### src/rtl/window_gen_if.sv
// Stream bundle for window_gen: raster pixel input side and KxK window output side.
// The window generator itself sits on the slave modport.
interface window_gen_if #(
   parameter int DATA_WIDTH  = 8,
   parameter int KERNEL_SIZE = 3
);
   logic [DATA_WIDTH-1:0]                         pixel_in;
   logic                                          pixel_valid;
   logic                                          pixel_ready;
   logic [DATA_WIDTH*KERNEL_SIZE*KERNEL_SIZE-1:0] window;
   logic                                          window_valid;
   logic                                          window_ready;
   logic                                          frame_done;

   modport slave (
      input  pixel_in, pixel_valid, window_ready,
      output pixel_ready, window, window_valid, frame_done
   );

   modport master (
      output pixel_in, pixel_valid, window_ready,
      input  pixel_ready, window, window_valid, frame_done
   );
endinterface

### src/rtl/window_gen.sv
// Sliding KxK window generator over a raster image: K-1 line buffers feed a KxK
// shift register, and each window-producing pixel loads a one-deep output stage.
//
// state | meaning
// IDLE  | waiting for pixel (0,0) of a frame
// FILL  | buffering the first K-1 lines / columns, no window yet
// RUN   | windows being produced until the last pixel of the frame
module window_gen #(
   parameter int DATA_WIDTH  = 8,
   parameter int KERNEL_SIZE = 3,
   parameter int IMG_WIDTH   = 8,
   parameter int IMG_HEIGHT  = 8
) (
   input  logic          clk,
   input  logic          rst,
   window_gen_if.slave   bus
);
   localparam int K  = KERNEL_SIZE;
   localparam int CW = $clog2(IMG_WIDTH);
   localparam int RW = $clog2(IMG_HEIGHT);
   localparam logic [CW-1:0] COL_LAST = CW'(IMG_WIDTH - 1);
   localparam logic [RW-1:0] ROW_LAST = RW'(IMG_HEIGHT - 1);
   localparam logic [CW-1:0] COL_K1   = CW'(K - 1);
   localparam logic [RW-1:0] ROW_K1   = RW'(K - 1);

   typedef enum logic [1:0] {IDLE, FILL, RUN} state_t;

   state_t                      state_q, state_d;
   logic [CW-1:0]               col_q, col_d;
   logic [RW-1:0]               row_q, row_d;
   logic                        valid_q, valid_d;
   logic                        done_q, done_d;
   logic [DATA_WIDTH*K*K-1:0]   win_q, win_d, win_nxt;

   logic [DATA_WIDTH-1:0]       lb_q [K-1][IMG_WIDTH];
   logic [DATA_WIDTH-1:0]       sr_q [K][K];
   logic [DATA_WIDTH-1:0]       sr_d [K][K];
   logic [DATA_WIDTH-1:0]       col_pix [K];

   logic accept, col_last, row_last, frame_last, produce;

   assign bus.pixel_ready  = !valid_q || bus.window_ready;
   assign bus.window       = win_q;
   assign bus.window_valid = valid_q;
   assign bus.frame_done   = done_q;

   assign accept     = bus.pixel_valid && bus.pixel_ready;
   assign col_last   = (col_q == COL_LAST);
   assign row_last   = (row_q == ROW_LAST);
   assign frame_last = col_last && row_last;
   assign produce    = accept && (col_q >= COL_K1) && (row_q >= ROW_K1);

   // Column slice for the current x position: oldest line first, incoming pixel last.
   always_comb begin
      for (int r = 0; r < K - 1; r++) col_pix[r] = lb_q[r][col_q];
      col_pix[K-1] = bus.pixel_in;
      for (int r = 0; r < K; r++) begin
         for (int c = 0; c < K - 1; c++) sr_d[r][c] = sr_q[r][c+1];
         sr_d[r][K-1] = col_pix[r];
      end
      win_nxt = '0;
      for (int r = 0; r < K; r++)
         for (int c = 0; c < K; c++)
            win_nxt[(r*K+c)*DATA_WIDTH +: DATA_WIDTH] = sr_d[r][c];
   end

   always_comb begin
      col_d   = col_q;
      row_d   = row_q;
      valid_d = valid_q;
      done_d  = done_q;
      win_d   = win_q;
      state_d = state_q;
      if (accept) begin
         if (col_last) begin
            col_d = '0;
            row_d = row_last ? '0 : row_q + RW'(1);
         end else begin
            col_d = col_q + CW'(1);
         end
      end
      if (produce) begin
         valid_d = 1'b1;
         done_d  = frame_last;
         win_d   = win_nxt;
      end else if (bus.window_ready) begin
         valid_d = 1'b0;
         done_d  = 1'b0;
      end
      case (state_q)
         IDLE: if (accept) state_d = FILL;
         FILL: begin
            if (accept && frame_last)
               state_d = IDLE;
            else if (accept && col_q == COL_K1 && row_q == ROW_K1)
               state_d = RUN;
         end
         RUN:  if (accept && frame_last) state_d = IDLE;
         default: state_d = IDLE;
      endcase
   end

   always_ff @(posedge clk or posedge rst) begin
      if (rst) begin
         state_q <= IDLE;
         col_q   <= '0;
         row_q   <= '0;
         valid_q <= 1'b0;
         done_q  <= 1'b0;
         win_q   <= '0;
      end else begin
         state_q <= state_d;
         col_q   <= col_d;
         row_q   <= row_d;
         valid_q <= valid_d;
         done_q  <= done_d;
         win_q   <= win_d;
      end
   end

   // Buffer contents are fully rewritten before any window uses them, so no reset.
   always_ff @(posedge clk) begin
      if (accept) begin
         for (int r = 0; r < K - 2; r++) lb_q[r][col_q] <= lb_q[r+1][col_q];
         lb_q[K-2][col_q] <= bus.pixel_in;
         sr_q <= sr_d;
      end
   end
endmodule

### src/flat_wrapper.sv
// flat-port wrapper written by rule: the top's interface ports become plain ports
module window_gen_flat 
#(
   parameter int DATA_WIDTH  = 8,
   parameter int KERNEL_SIZE = 3,
   parameter int IMG_WIDTH   = 8,
   parameter int IMG_HEIGHT  = 8
)
  (clk, rst, bus_pixel_in, bus_pixel_valid, bus_window_ready, bus_pixel_ready, bus_window, bus_window_valid, bus_frame_done);
  window_gen_if #(.DATA_WIDTH(DATA_WIDTH), .KERNEL_SIZE(KERNEL_SIZE)) bus_i ();
  input  logic clk;
  input  logic rst;
  input wire logic [$bits(bus_i.pixel_in)-1:0] bus_pixel_in;
  input wire logic [$bits(bus_i.pixel_valid)-1:0] bus_pixel_valid;
  input wire logic [$bits(bus_i.window_ready)-1:0] bus_window_ready;
  output wire logic [$bits(bus_i.pixel_ready)-1:0] bus_pixel_ready;
  output wire logic [$bits(bus_i.window)-1:0] bus_window;
  output wire logic [$bits(bus_i.window_valid)-1:0] bus_window_valid;
  output wire logic [$bits(bus_i.frame_done)-1:0] bus_frame_done;
  assign bus_i.pixel_in = bus_pixel_in;
  assign bus_i.pixel_valid = bus_pixel_valid;
  assign bus_i.window_ready = bus_window_ready;
  assign bus_pixel_ready = bus_i.pixel_ready;
  assign bus_window = bus_i.window;
  assign bus_window_valid = bus_i.window_valid;
  assign bus_frame_done = bus_i.frame_done;
  window_gen #(.DATA_WIDTH(DATA_WIDTH), .KERNEL_SIZE(KERNEL_SIZE), .IMG_WIDTH(IMG_WIDTH), .IMG_HEIGHT(IMG_HEIGHT)) u_core (.clk(clk), .rst(rst), .bus(bus_i));
endmodule
### config.mk
export PLATFORM = sky130hd
export DESIGN_NAME = window_gen_flat
export DESIGN_NICKNAME = d
export VERILOG_FILES = /design/src/rtl/window_gen_if.sv /design/src/rtl/window_gen.sv /design/src/flat_wrapper.sv
export SDC_FILE = /design/constraint.sdc
export NUM_CORES = 1
export LEC_CHECK = 0
export BUFFER_PORTS_ARGS = -buffer_cell sky130_fd_sc_hd__buf_2
export CAP_MARGIN = 0
export CORE_MARGIN = 2
export CORE_UTILIZATION = 45
export CTS_BUF_LIST = sky130_fd_sc_hd__clkbuf_16
export DETAILED_ROUTE_END_ITERATION = 7
export GPL_ROUTABILITY_DRIVEN = 0
export PLACE_DENSITY = 0.64
export SLEW_MARGIN = 40
export SYNTH_ARGS = -nofsm -noshare
export SYNTH_HDL_FRONTEND = slang
export SYNTH_SLANG_ARGS = --single-unit
### constraint.sdc
create_clock -name clk -period 3.6 [get_ports clk]
set_clock_uncertainty 0.15 [all_clocks]
set_input_delay 0.36 -clock clk [delete_from_list [all_inputs] [get_ports clk]]
set_output_delay 0.36 -clock clk [all_outputs]
set_load 0.005 [all_outputs]
## Word-level counts from Yosys, hierarchy flattened

Memory sizes are Yosys's and may differ from the RTL's.
Cells that the tools add are included.

| word-level totals | value |
|---|---|
| bits in writable memories | 128 |
| output and inout port bits | 75 |
| memories kept | 1 |
| flip-flop bits (word level) | 128 |

| operators by class | value |
|---|---|
| reduce and logical (&&, ||, !) cells | 9 |
| mux-type cells | 15 |
| $add $sub $neg | 2 |
| order comparisons | 4 |
| bitwise operators | 1 |
| eq/ne operators | 2 |

Memories:

| memory | depth | bits a word | rd ports | clocked after Yosys merged registers in | write ports | line | text |
|---|---|---|---|---|---|---|---|
| u_core.lb_q | 2 | 64 | 2 | 0 | 2 | window_gen.sv:35 | `logic [DATA_WIDTH-1:0] lb_q [K-1][IMG_WIDTH];` |

Operators with widths:

| operator | count |
|---|---|
| two-way mux 64 bit | 1 |
| binary-select mux 8 bit (select 3 bit) | 2 |
| two-way mux 8 bit | 5 |
| demux 8 bit (select 3 bit) | 1 |
| adder 3 x 1 -> 3 bit, second input constant | 2 |
| == test 3 bit, second input constant | 2 |
| >= comparator 3 x 2 -> 1 bit, second input constant | 2 |
| two-way mux 3 bit | 2 |
| logical AND 1 bit | 5 |
| >= comparator 4 bit, second input constant | 1 |
| less-than comparator 4 x 1 -> 1 bit, second input constant | 1 |
| two-way mux 1 bit | 4 |
| inverter 3 -> 4 bit | 1 |
| AND reduction 2 bit | 1 |
| nonzero test 2 bit | 1 |
| zero test 1 bit | 1 |
| logical OR 1 bit | 1 |

## Depth between registers and ports, before layout

Gate-level depths: netlist of the first run.

| depth | value |
|---|---|
| word-level depth | 6 |
| depth in mapped cells | 9 |
| gate-level depth less buffers | 5 |

## Worst setup path before layout of the first run

Ideal clock, no wire load.

| timing | value |
|---|---|
| kind | flip-flop to flip-flop |
| start | register u_core.col_q[1] |
| end | memory u_core.lb_q[0][120] (netlist name) (enable) |
| arrival | 2388 ps |
| path buffers | 2 |
| cell stages (with the launch flop) | 4 |
| path slack | 632 ps |
| path through | dfrtp_1 > buf_6 > buf_2 > nor4_1 |

RTL lines:

| what | line | text |
|---|---|---|
| start, declared | window_gen.sv:29 | `logic [CW-1:0] col_q, col_d;` |
| start signal, assigned | window_gen.sv:113 | `col_q <= col_d;` |
| end, declared | window_gen.sv:35 |  |

## Worst setup path after layout of the first run

| timing | value |
|---|---|
| start | register u_core.col_q[0] |
| end | register u_core.win_q[4] (netlist: u_core.bus.window[4]) |

| on the way | value |
|---|---|
| longest elaborated chain between the ends | 3 |

Ends and longest elaborated chain:

| what | line | text |
|---|---|---|
| >= comparator 3 x 2 -> 1 bit | window_gen.sv:51 | `assign produce = accept && (col_q >= COL_K1) && (row_q >= ROW_K1);` |
| logical AND 1 bit (2 in a row) | window_gen.sv:51 |  |
| end signal, assigned | window_gen.sv:117 | `win_q <= win_d;` |
| end, declared | window_gen.sv:33 | `logic [DATA_WIDTH*K*K-1:0] win_q, win_d, win_nxt;` |

Every way passes these cells.
A chain may end at the register's enable or synchronous reset.

==> results.sh, run 1 <==
export IMPL_outcome="finished clean"
export IMPL_post_cts_repair_setup_buffers=0
export IMPL_hold_path_depth=1
export IMPL_postSynthAreaPerCell_sq_um=19.6
export IMPL_hold_path_startpoint="bus_pixel_in[3]"
export IMPL_cts_htree_levels=1
export IMPL_antenna_found_initial=0
export IMPL_drcViolationCount=0
export IMPL_max_freq_mhz=358
export IMPL_syn_area_sq_um=9890
export IMPL_viasPerCell=5.08
export IMPL_die_width_um=152
export IMPL_antenna_cells=0
export IMPL_grt_pass1_wl_mm=27.8
export IMPL_cp_arrival_ns=3.05
export IMPL_grt_max_degree=75
export IMPL_rows=54
export IMPL_required_ns=3.86
export IMPL_fin_crit_ns=2.79
export IMPL_ios=87
export IMPL_routed_wl_mm=17.3
export IMPL_muxShareOfSynthArea=0.202
export IMPL_ir_drop_mv=0.408
export IMPL_synth_compound_area_frac=0.00177
export IMPL_drt_iter0_markers=209
export IMPL_synthDistinctLibCells=24
export IMPL_synth_simple_gate_area_frac=0.0128
export IMPL_num_vias=4645
export IMPL_finalSetupTns_ns=0
export IMPL_crit_type="flop to flop"
export IMPL_die_y_um=152
export IMPL_coreArea_sq_um=21700
export IMPL_worstSkewPairLatency_ns=0.52
export IMPL_r2r_cells=6
export IMPL_p_per_area_nw_per_um2=910
export IMPL_critical_path_max_fanout=74
export IMPL_maxCapViolations=0
export IMPL_clk_path_buf_depth=3
export IMPL_firstDrtPassIters=4
export IMPL_wl_per_cell_um=18.9
export IMPL_place_hpwl_mm=10.5
export IMPL_grt_pass1_vias=4965
export IMPL_clkSinkCount=256
export IMPL_cts_tree="yes"
export IMPL_dieArea_sq_um=23200
export IMPL_rsz0062_at_grt="no"
export IMPL_finalMaxSlewViolations=0
export IMPL_initial_core_util=0.456
export IMPL_r2r_start="u_core.col_q[0]"
export IMPL_syn_to_final_growth_pct=15.8
export IMPL_grtUsageTotal=0.150
export IMPL_hold_violations=0
export IMPL_cp_end_kind="flop"
export IMPL_final_antenna_net_count=0
export IMPL_fin_crit_sh=0.776
export IMPL_r2r_end="u_core.bus.window[4]"
export IMPL_synth_top_family_by_area="multiplexers"
export IMPL_finalPower_mw=10.4
export IMPL_ys_seq_area_frac=0.737
export IMPL_nets=633
export IMPL_synth_adder_area_share=0.00759
export IMPL_clk_pin_slew_ns=0.06
export IMPL_hold_path_class="input port to flop"
export IMPL_yosysWarnings=0
export IMPL_leakagePower_nw=4.75
export IMPL_yosys_register_bits=256
export IMPL_design_area_sq_um=11500
export IMPL_synthXorXnorAreaFrac=0
export IMPL_min_delay_worst_endpoint="u_core.lb_q[0][99]"
export IMPL_setup_viol=0
export IMPL_drive_gt1_frac=0.348
export IMPL_synthCells=505
export IMPL_cts_made_buffers=26
export IMPL_clockRootBuffer="clkbuf_16"
export IMPL_ff2ff_setup_slack_ns=0.81
export IMPL_start_kind="flop"
export IMPL_maxSlewHeadroom=0.487
export IMPL_portBuffers=86
export IMPL_placed_area_sq_um=10600
export IMPL_worst_pin_slew_ns=0.769
export IMPL_cts_resized_gates=0
export IMPL_syn_nets=523
export IMPL_grt_overflow_total=0
flip-flops by register name (all words and copies together), names as in the netlist:
name                     count
u_core.bus.frame_done        1
u_core.bus.window           72
u_core.bus.window_valid      1
u_core.col_q                 3
u_core.lb_q                128
u_core.row_q                 3
u_core.sr_d                 48
cell usage after synthesis, drive strengths merged:
cell,count,area (sq um)
nand4,1,12.5
nand2b,3,18.8
nand2,5,18.8
mux2i,81,811
nor4,1,6.26
nand3,3,15.0
buf,20,248
o21ai,1,5.00
a31oi,2,12.5
edfxtp,176,5290
dfrtp,80,2000
inv,36,135
mux4,16,360
mux2,60,826
ha,6,75.1
nor3,4,20.0
clkbuf,2,7.51
or3,2,12.5
nor2,6,22.5
where the power goes:
part / switching (mW) / internal, mW
clock: 1.07 / 1.46
sequential: 0.520 / 4.31
combinational: 1.46 / 1.60
total: 3.05 / 7.37
layout make-up:
cell class,instances,area (sq um)
multi-input combinational,191,2250
tap,280,350
timing repair buffer,104,611
clock inverter,22,165
fill,1692,10200
clock buffer,26,651
inverter,36,138
sequential,256,7290
timing repair:
| item | in CTS | in global routing |
|---|---|---|
| hold buffers | 3 | 0 |
| setup endpoints to repair | 0 | 0 |
| endpoints found under the hold margin | 42 | 0 |
how the worst max path moves through the flow:
stage	slack, ns	cells past startpoint	startpoint	to
6_report	0.81	6	u_core.col_q[0]	u_core.bus.window[4]
5_1_grt	0.66	6	u_core.col_q[0]	u_core.bus.window[4]
4_1_cts	0.80	6	u_core.col_q[0]	u_core.bus.window[6]
3_5_place_dp	0.79	6	u_core.col_q[0]	u_core.bus.window[6]
3_3_place_gp	0.83	6	u_core.col_q[0]	u_core.bus.window[4]
2_1_floorplan	0.63	3	u_core.col_q[1]	u_core.lb_q[0][120]
critical path, cell delays in order, from the launching register on:
cell,delay (ns)
dfrtp_4,0.80
inv_1,0.16
ha_1,0.22
or3_1,0.35
nand4_4,0.12
buf_12,0.43
mux2_2,0.39
cells in the final DEF, fill, tap and decap left out, types with 2 or more instances in the layout:
| master | n |
|---|---|
| a31oi_1 | 2 |
| buf_12 | 3 |
| buf_2 | 86 |
| buf_4 | 12 |
| bufinv_16 | 2 |
| clkbuf_16 | 26 |
| clkinv_1 | 4 |
| clkinv_2 | 5 |
| dfrtp_1 | 79 |
| dlygate4sd3_1 | 3 |
| edfxtp_1 | 176 |
| ha_1 | 6 |
| inv_1 | 41 |
| inv_4 | 2 |
| mux2_1 | 2 |
| mux2_2 | 18 |
| mux2_4 | 40 |
| mux2i_1 | 81 |
| mux4_2 | 16 |
| nand2_1 | 5 |
| nand2b_1 | 3 |
| nand3_1 | 3 |
| nor2_1 | 6 |
| nor3_2 | 4 |
| or3_1 | 2 |
kinds of logic after synthesis:
logic type,Yosys count
DFF,256
muxes,157
buffers and inverters,58
and+or+nand+nor,25
adders and majority gates,6
AOI/OAI and AO/OA,3
layer usage:
metal | vias up | GRT usage | routed length, um | part of all wire
met5 | - | 0 | 0 | 0
met4 | 0 | 0.0392 | 306 | 0.018
met3 | 21 | 0.0262 | 634 | 0.037
met2 | 84 | 0.260 | 8740 | 0.50
met1 | 2437 | 0.197 | 7650 | 0.44
li1 | 2103 | - | - | -
per-stage QoR:
stage               hold WS, ns  worst slack, ns  instances   util
CTS                     0.00592            0.797        915  0.528
global placement          0.276            0.831        864  0.489
finish                   0.0235            0.805        915  0.528
global route             0.0174            0.663        915  0.528
detailed placement        0.279            0.793        864  0.489
floorplan                 0.269            0.632        505      -
Note: power is estimated with default switching activity, not from simulation.
==> run 2, diff against run 1 <==
- PLACE_DENSITY: 0.64 -> 0.66
- clock period: 3.6 -> 2.43 ns (I/O delays scaled with it)
==> results.sh, run 2 (synthesis results as in run 1) <==
export IMPL_outcome="finished clean"
export IMPL_antenna_cells=0
export IMPL_routed_wl_mm=17.7
export IMPL_syn_to_final_growth_pct=17.3
export IMPL_final_antenna_net_count=0
export IMPL_num_vias=4681
export IMPL_final_common_cell="edfxtp_1"
export IMPL_antenna_found_initial=0
export IMPL_r2r_cells=6
export IMPL_worstSkewPairLatency_ns=0.51
export IMPL_portBuffers=86
export IMPL_cts_made_buffers=25
export IMPL_wl_per_cell_um=19.0
export IMPL_r2r_end="u_core.bus.window[4]"
export IMPL_clkSinkCount=256
export IMPL_clk_path_buf_depth=3
export IMPL_cts_resized_gates=0
export IMPL_critical_path_max_fanout=41
export IMPL_cp_arrival_ns=2.40
export IMPL_place_inst=875
export IMPL_max_freq_mhz=462
export IMPL_ir_drop_mv=0.623
export IMPL_clockRootBuffer="clkbuf_16"
export IMPL_grt_overflow_total=0
export IMPL_fin_crit_sh=0.890
export IMPL_place_hpwl_mm=11.0
export IMPL_die_y_um=152
export IMPL_leakagePower_nw=4.81
export IMPL_ios=87
export IMPL_largest_register_ffs=128
export IMPL_finalSetupTns_ns=0
export IMPL_cp_end_kind="flop"
export IMPL_crit_path_start="u_core.row_q[0]"
export IMPL_finalMaxSlewViolations=0
export IMPL_clk_pin_slew_ns=0.06
export IMPL_grt_pass1_wl_mm=28.4
export IMPL_rows=54
export IMPL_cts_tree="yes"
export IMPL_drt_iter0_markers=219
export IMPL_coreArea_sq_um=21700
export IMPL_start_kind="flop"
export IMPL_worst_pin_slew_ns=0.532
export IMPL_hold_path_class="input port to asynchronous set/reset pin"
export IMPL_grtUsageTotal=0.154
export IMPL_drcViolationCount=0
export IMPL_p_per_area_nw_per_um2=1330
export IMPL_grt_pass1_vias=4912
export IMPL_viasPerCell=5.03
export IMPL_maxSlewHeadroom=0.645
export IMPL_fin_crit_ns=2.16
export IMPL_largest_register="u_core.lb_q"
export IMPL_dieArea_sq_um=23200
export IMPL_final_cell_mix="edfxtp_1 (176), buf_2 (86), mux2i_1 (81), dfrtp_1 (79), mux2_4 (40)"
export IMPL_rsz0062_at_grt="no"
export IMPL_nets=651
export IMPL_initial_core_util=0.456
export IMPL_hold_violations=0
export IMPL_required_ns=2.67
export IMPL_setup_viol=0
export IMPL_maxCapViolations=0
export IMPL_crit_type="flop to flop"
export IMPL_cts_htree_levels=1
export IMPL_drive_gt1_frac=0.348
export IMPL_finalNonFillerCells=930
export IMPL_ff2ff_setup_slack_ns=0.27
export IMPL_r2r_start="u_core.row_q[0]"
export IMPL_die_width_um=152
export IMPL_grt_max_degree=71
export IMPL_firstDrtPassIters=4
[run 2: changes by cell type in the layout (fill, tap and decap cells not counted), moves of 2 or more]
cell and delta:
inv_4 -2, inv_1 -2, buf_4 +8, dlygate4sd3_1 +8, clkinv_1 +4, buf_12 +3
[run 2: timing repair]
item / in CTS / in global routing
setup buffers: 0 / 0
hold buffers: 11 / 0
hold endpoints to repair: 153 / 0
[run 2: worst max-delay path, stage by stage (launching register included)]
cell	delay (ns)
dfrtp_1	0.39
inv_1	0.06
ha_1	0.18
or3_1	0.41
nand4_4	0.15
buf_12	0.27
mux2_2	0.38
[run 2: worst max path at each step]
stage | to | slack (ns) | cells after the start
floorplan | u_core.lb_q[0][120] | 0.11 | 3
global placement | u_core.bus.window[4] | 0.33 | 6
detailed placement | u_core.bus.window[5] | 0.27 | 6
CTS | u_core.bus.window[5] | 0.26 | 6
global route | u_core.bus.window[5] | 0.15 | 6
finish | u_core.bus.window[4] | 0.27 | 6
[run 2: layout make-up]
type	count	area (sq um)
sequential	256	7290
timing repair buffer	123	811
clock buffer	25	626
clock inverter	19	129
fill	1727	10100
multi-input combinational	191	2260
inverter	36	143
tap	280	350
[run 2: per-stage QoR]
stage	instance area, sq um	setup WS [ns]	hold WS (ns)	total power, mW	util
6_report	11600	0.267	0.114	15.4	0.535
5_1_grt	11600	0.146	0.154	16.3	0.535
4_1_cts	11600	0.264	0.119	15.6	0.535
3_5_place_dp	10700	0.273	0.108	12.0	0.495
3_3_place_gp	10700	0.331	0.276	11.8	0.494
2_1_floorplan	9930	0.106	0.192	10.5	-
[run 2: power breakdown]
| part | switching (mW) | internal [mW] | total [mW] |
|---|---|---|---|
| clock network | 1.51 | 2.06 | 3.58 |
| logic | 2.40 | 2.46 | 4.86 |
| registers | 0.571 | 6.39 | 6.96 |
[run 2: layer usage]
metal	vias to the layer above	part of all wire	global-route usage
li1	2136	-	-
met1	2431	0.43	0.207
met2	86	0.51	0.266
met3	28	0.045	0.0242
met4	0	0.019	0.0401
met5	-	0	0
==> run 3, diff against run 2 <==
- CTS_BUF_LIST: sky130_fd_sc_hd__clkbuf_16 -> unset
- PLACE_DENSITY: 0.66 -> 0.64
- clock period: 2.43 -> 2.8 ns (I/O delays scaled with it)
==> results.sh, run 3 (synthesis results as in run 1) <==
export IMPL_grtUsageTotal=0.158
export IMPL_maxSlewHeadroom=0.610
export IMPL_power_switching_share=0.292
export IMPL_ir_drop_mv=0.538
export IMPL_wl_per_cell_um=19.2
export IMPL_p_comb_frac=0.309
export IMPL_dp_worst_setup_slack_ns=0.624
export IMPL_rows=54
export IMPL_leakagePower_nw=4.82
export IMPL_r2r_start="u_core.col_q[0]"
export IMPL_largest_register="u_core.lb_q"
export IMPL_maxCapViolations=0
export IMPL_initial_core_util=0.456
export IMPL_antenna_cells=0
export IMPL_viasPerCell=5.00
export IMPL_final_common_cell="edfxtp_1"
export IMPL_outcome="finished clean"
export IMPL_final_antenna_net_count=0
export IMPL_hold_path_class="input port to asynchronous set/reset pin"
export IMPL_clock_power_share=0.246
export IMPL_cp_arrival_ns=2.42
export IMPL_grt_overflow_total=0
export IMPL_portBuffers=86
export IMPL_largest_register_ffs=128
export IMPL_finalPower_mw=13.6
export IMPL_crit_path_top_delay_cell="dfrtp_4"
export IMPL_coreArea_sq_um=21700
export IMPL_finalSetupTns_ns=0
export IMPL_cts_made_buffers=27
export IMPL_setup_viol=0
export IMPL_nets=652
export IMPL_hold_violations=0
export IMPL_cts_tree="yes"
export IMPL_critical_path_max_fanout=41
export IMPL_worstSkewPairLatency_ns=0.52
export IMPL_grt_pass1_wl_mm=28.8
export IMPL_start_kind="flop"
export IMPL_crit_path_start="u_core.col_q[0]"
export IMPL_die_width_um=152
export IMPL_drcViolationCount=0
export IMPL_p_per_area_nw_per_um2=1170
export IMPL_antenna_found_initial=0
export IMPL_intPower_mw=9.64
export IMPL_crit_type="flop to flop"
export IMPL_cp_end_kind="flop"
export IMPL_fin_crit_ns=2.17
export IMPL_num_vias=4676
export IMPL_finalMaxSlewViolations=0
export IMPL_rsz0062_at_grt="no"
export IMPL_max_freq_mhz=462
export IMPL_syn_to_final_growth_pct=17.8
export IMPL_fin_crit_sh=0.774
export IMPL_clk_pin_slew_ns=0.06
export IMPL_worst_path_largest_cell_delay_ns=0.45
export IMPL_cts_htree_levels=1
export IMPL_routed_wl_mm=17.9
export IMPL_drive_gt1_frac=0.354
export IMPL_ios=87
export IMPL_seqPwrFrac=0.445
export IMPL_drt_iter0_markers=220
export IMPL_clk_path_buf_depth=3
export IMPL_clkSinkCount=256
export IMPL_worst_pin_slew_ns=0.585
export IMPL_place_hpwl_mm=11.0
export IMPL_required_ns=3.06
export IMPL_grt_pass1_vias=4997
export IMPL_fin_ws_ns=0.633
export IMPL_die_y_um=152
export IMPL_path_cells="inv_1, ha_1, or3_1, nand4_4, buf_12, mux2_2"
export IMPL_grt_max_degree=44
export IMPL_clockRootBuffer="clkbuf_16"
export IMPL_firstDrtPassIters=4
export IMPL_final_cell_mix="edfxtp_1 (176), buf_2 (86), mux2i_1 (81), dfrtp_1 (79), mux2_4 (40)"
export IMPL_dieArea_sq_um=23200
export IMPL_power_switching_mw=3.98
[run 3: cell count changes in the layout (fill, tap and decap cells not counted), sizes merged]
| cell | before | now |
|---|---|---|
| clkbuf | 25 | 34 |
| inv | 39 | 38 |
| buf | 112 | 111 |
| clkinv | 12 | 10 |
[run 3: path summary, 6_finish.rpt]
check / endpoint / slack (ns) / depth (start not counted)
max: u_core.bus.window[71] / 0.63 / 6
min: u_core.bus.window_valid / 0.22 / 3
max reg2reg: u_core.bus.window[71] / 0.63 / 6
min reg2reg: u_core.sr_d[65] / 0.30 / 0
max in group asynchronous: u_core.bus.window[56] / 1.61 / 4
min in group clk: u_core.sr_d[65] / 0.30 / 0
[run 3: repair_timing]
item	4_1_cts	5_1_grt
hold buffers	11	0
buffers inserted	0	0
resized for setup	0	0
hold endpoints to repair	123	0
[run 3: layout make-up]
class                           instances  area, sq um
Sequential cell                       256         7290
Fill cell                            1688        10000
Timing Repair Buffer                  122          778
Tap cell                              280          350
Clock buffer                           34          702
Inverter                               36          138
Multi-Input combinational cell        191         2260
Clock inverter                         16          136
[run 3: worst max-delay path: cells and delay by family (launching register included)]
kind / cells / cell delay, ns
flops: 1 / 0.45
fa+ha+maj: 1 / 0.18
buf+inv: 2 / 0.37
simple gates: 2 / 0.49
mux: 1 / 0.38
[run 3: power by group through the flow]
stage               Clock [mW]  Combinational (mW)  Sequential, mW
floorplan                    0                3.02            6.05
global placement             0                4.16            6.09
detailed placement           0                4.29            6.13
CTS                       3.44                4.31            6.08
global route              3.59                4.59            6.21
finish                    3.35                4.21            6.07
[run 3: stage by stage]
| step | instances | hold WS [ns] | cell area, sq um | util |
|---|---|---|---|---|
| 2_1_floorplan | 505 | 0.229 | 9900 | - |
| 3_3_place_gp | 874 | 0.273 | 10700 | 0.494 |
| 3_5_place_dp | 874 | 0.282 | 10700 | 0.494 |
| 4_1_cts | 935 | 0.296 | 11700 | 0.537 |
| 5_1_grt | 935 | 0.294 | 11700 | 0.537 |
| 6_report | 935 | 0.219 | 11700 | 0.537 |
[run 3: per-layer routing]
metal  global-route usage  wire length (um)  vias to the layer above
met2                0.266              8770                      106
met5                    0                 0                        -
met3               0.0276               882                       32
li1                     -                 -                     2141
met4               0.0454               360                        0
met1                0.212              7920                     2397
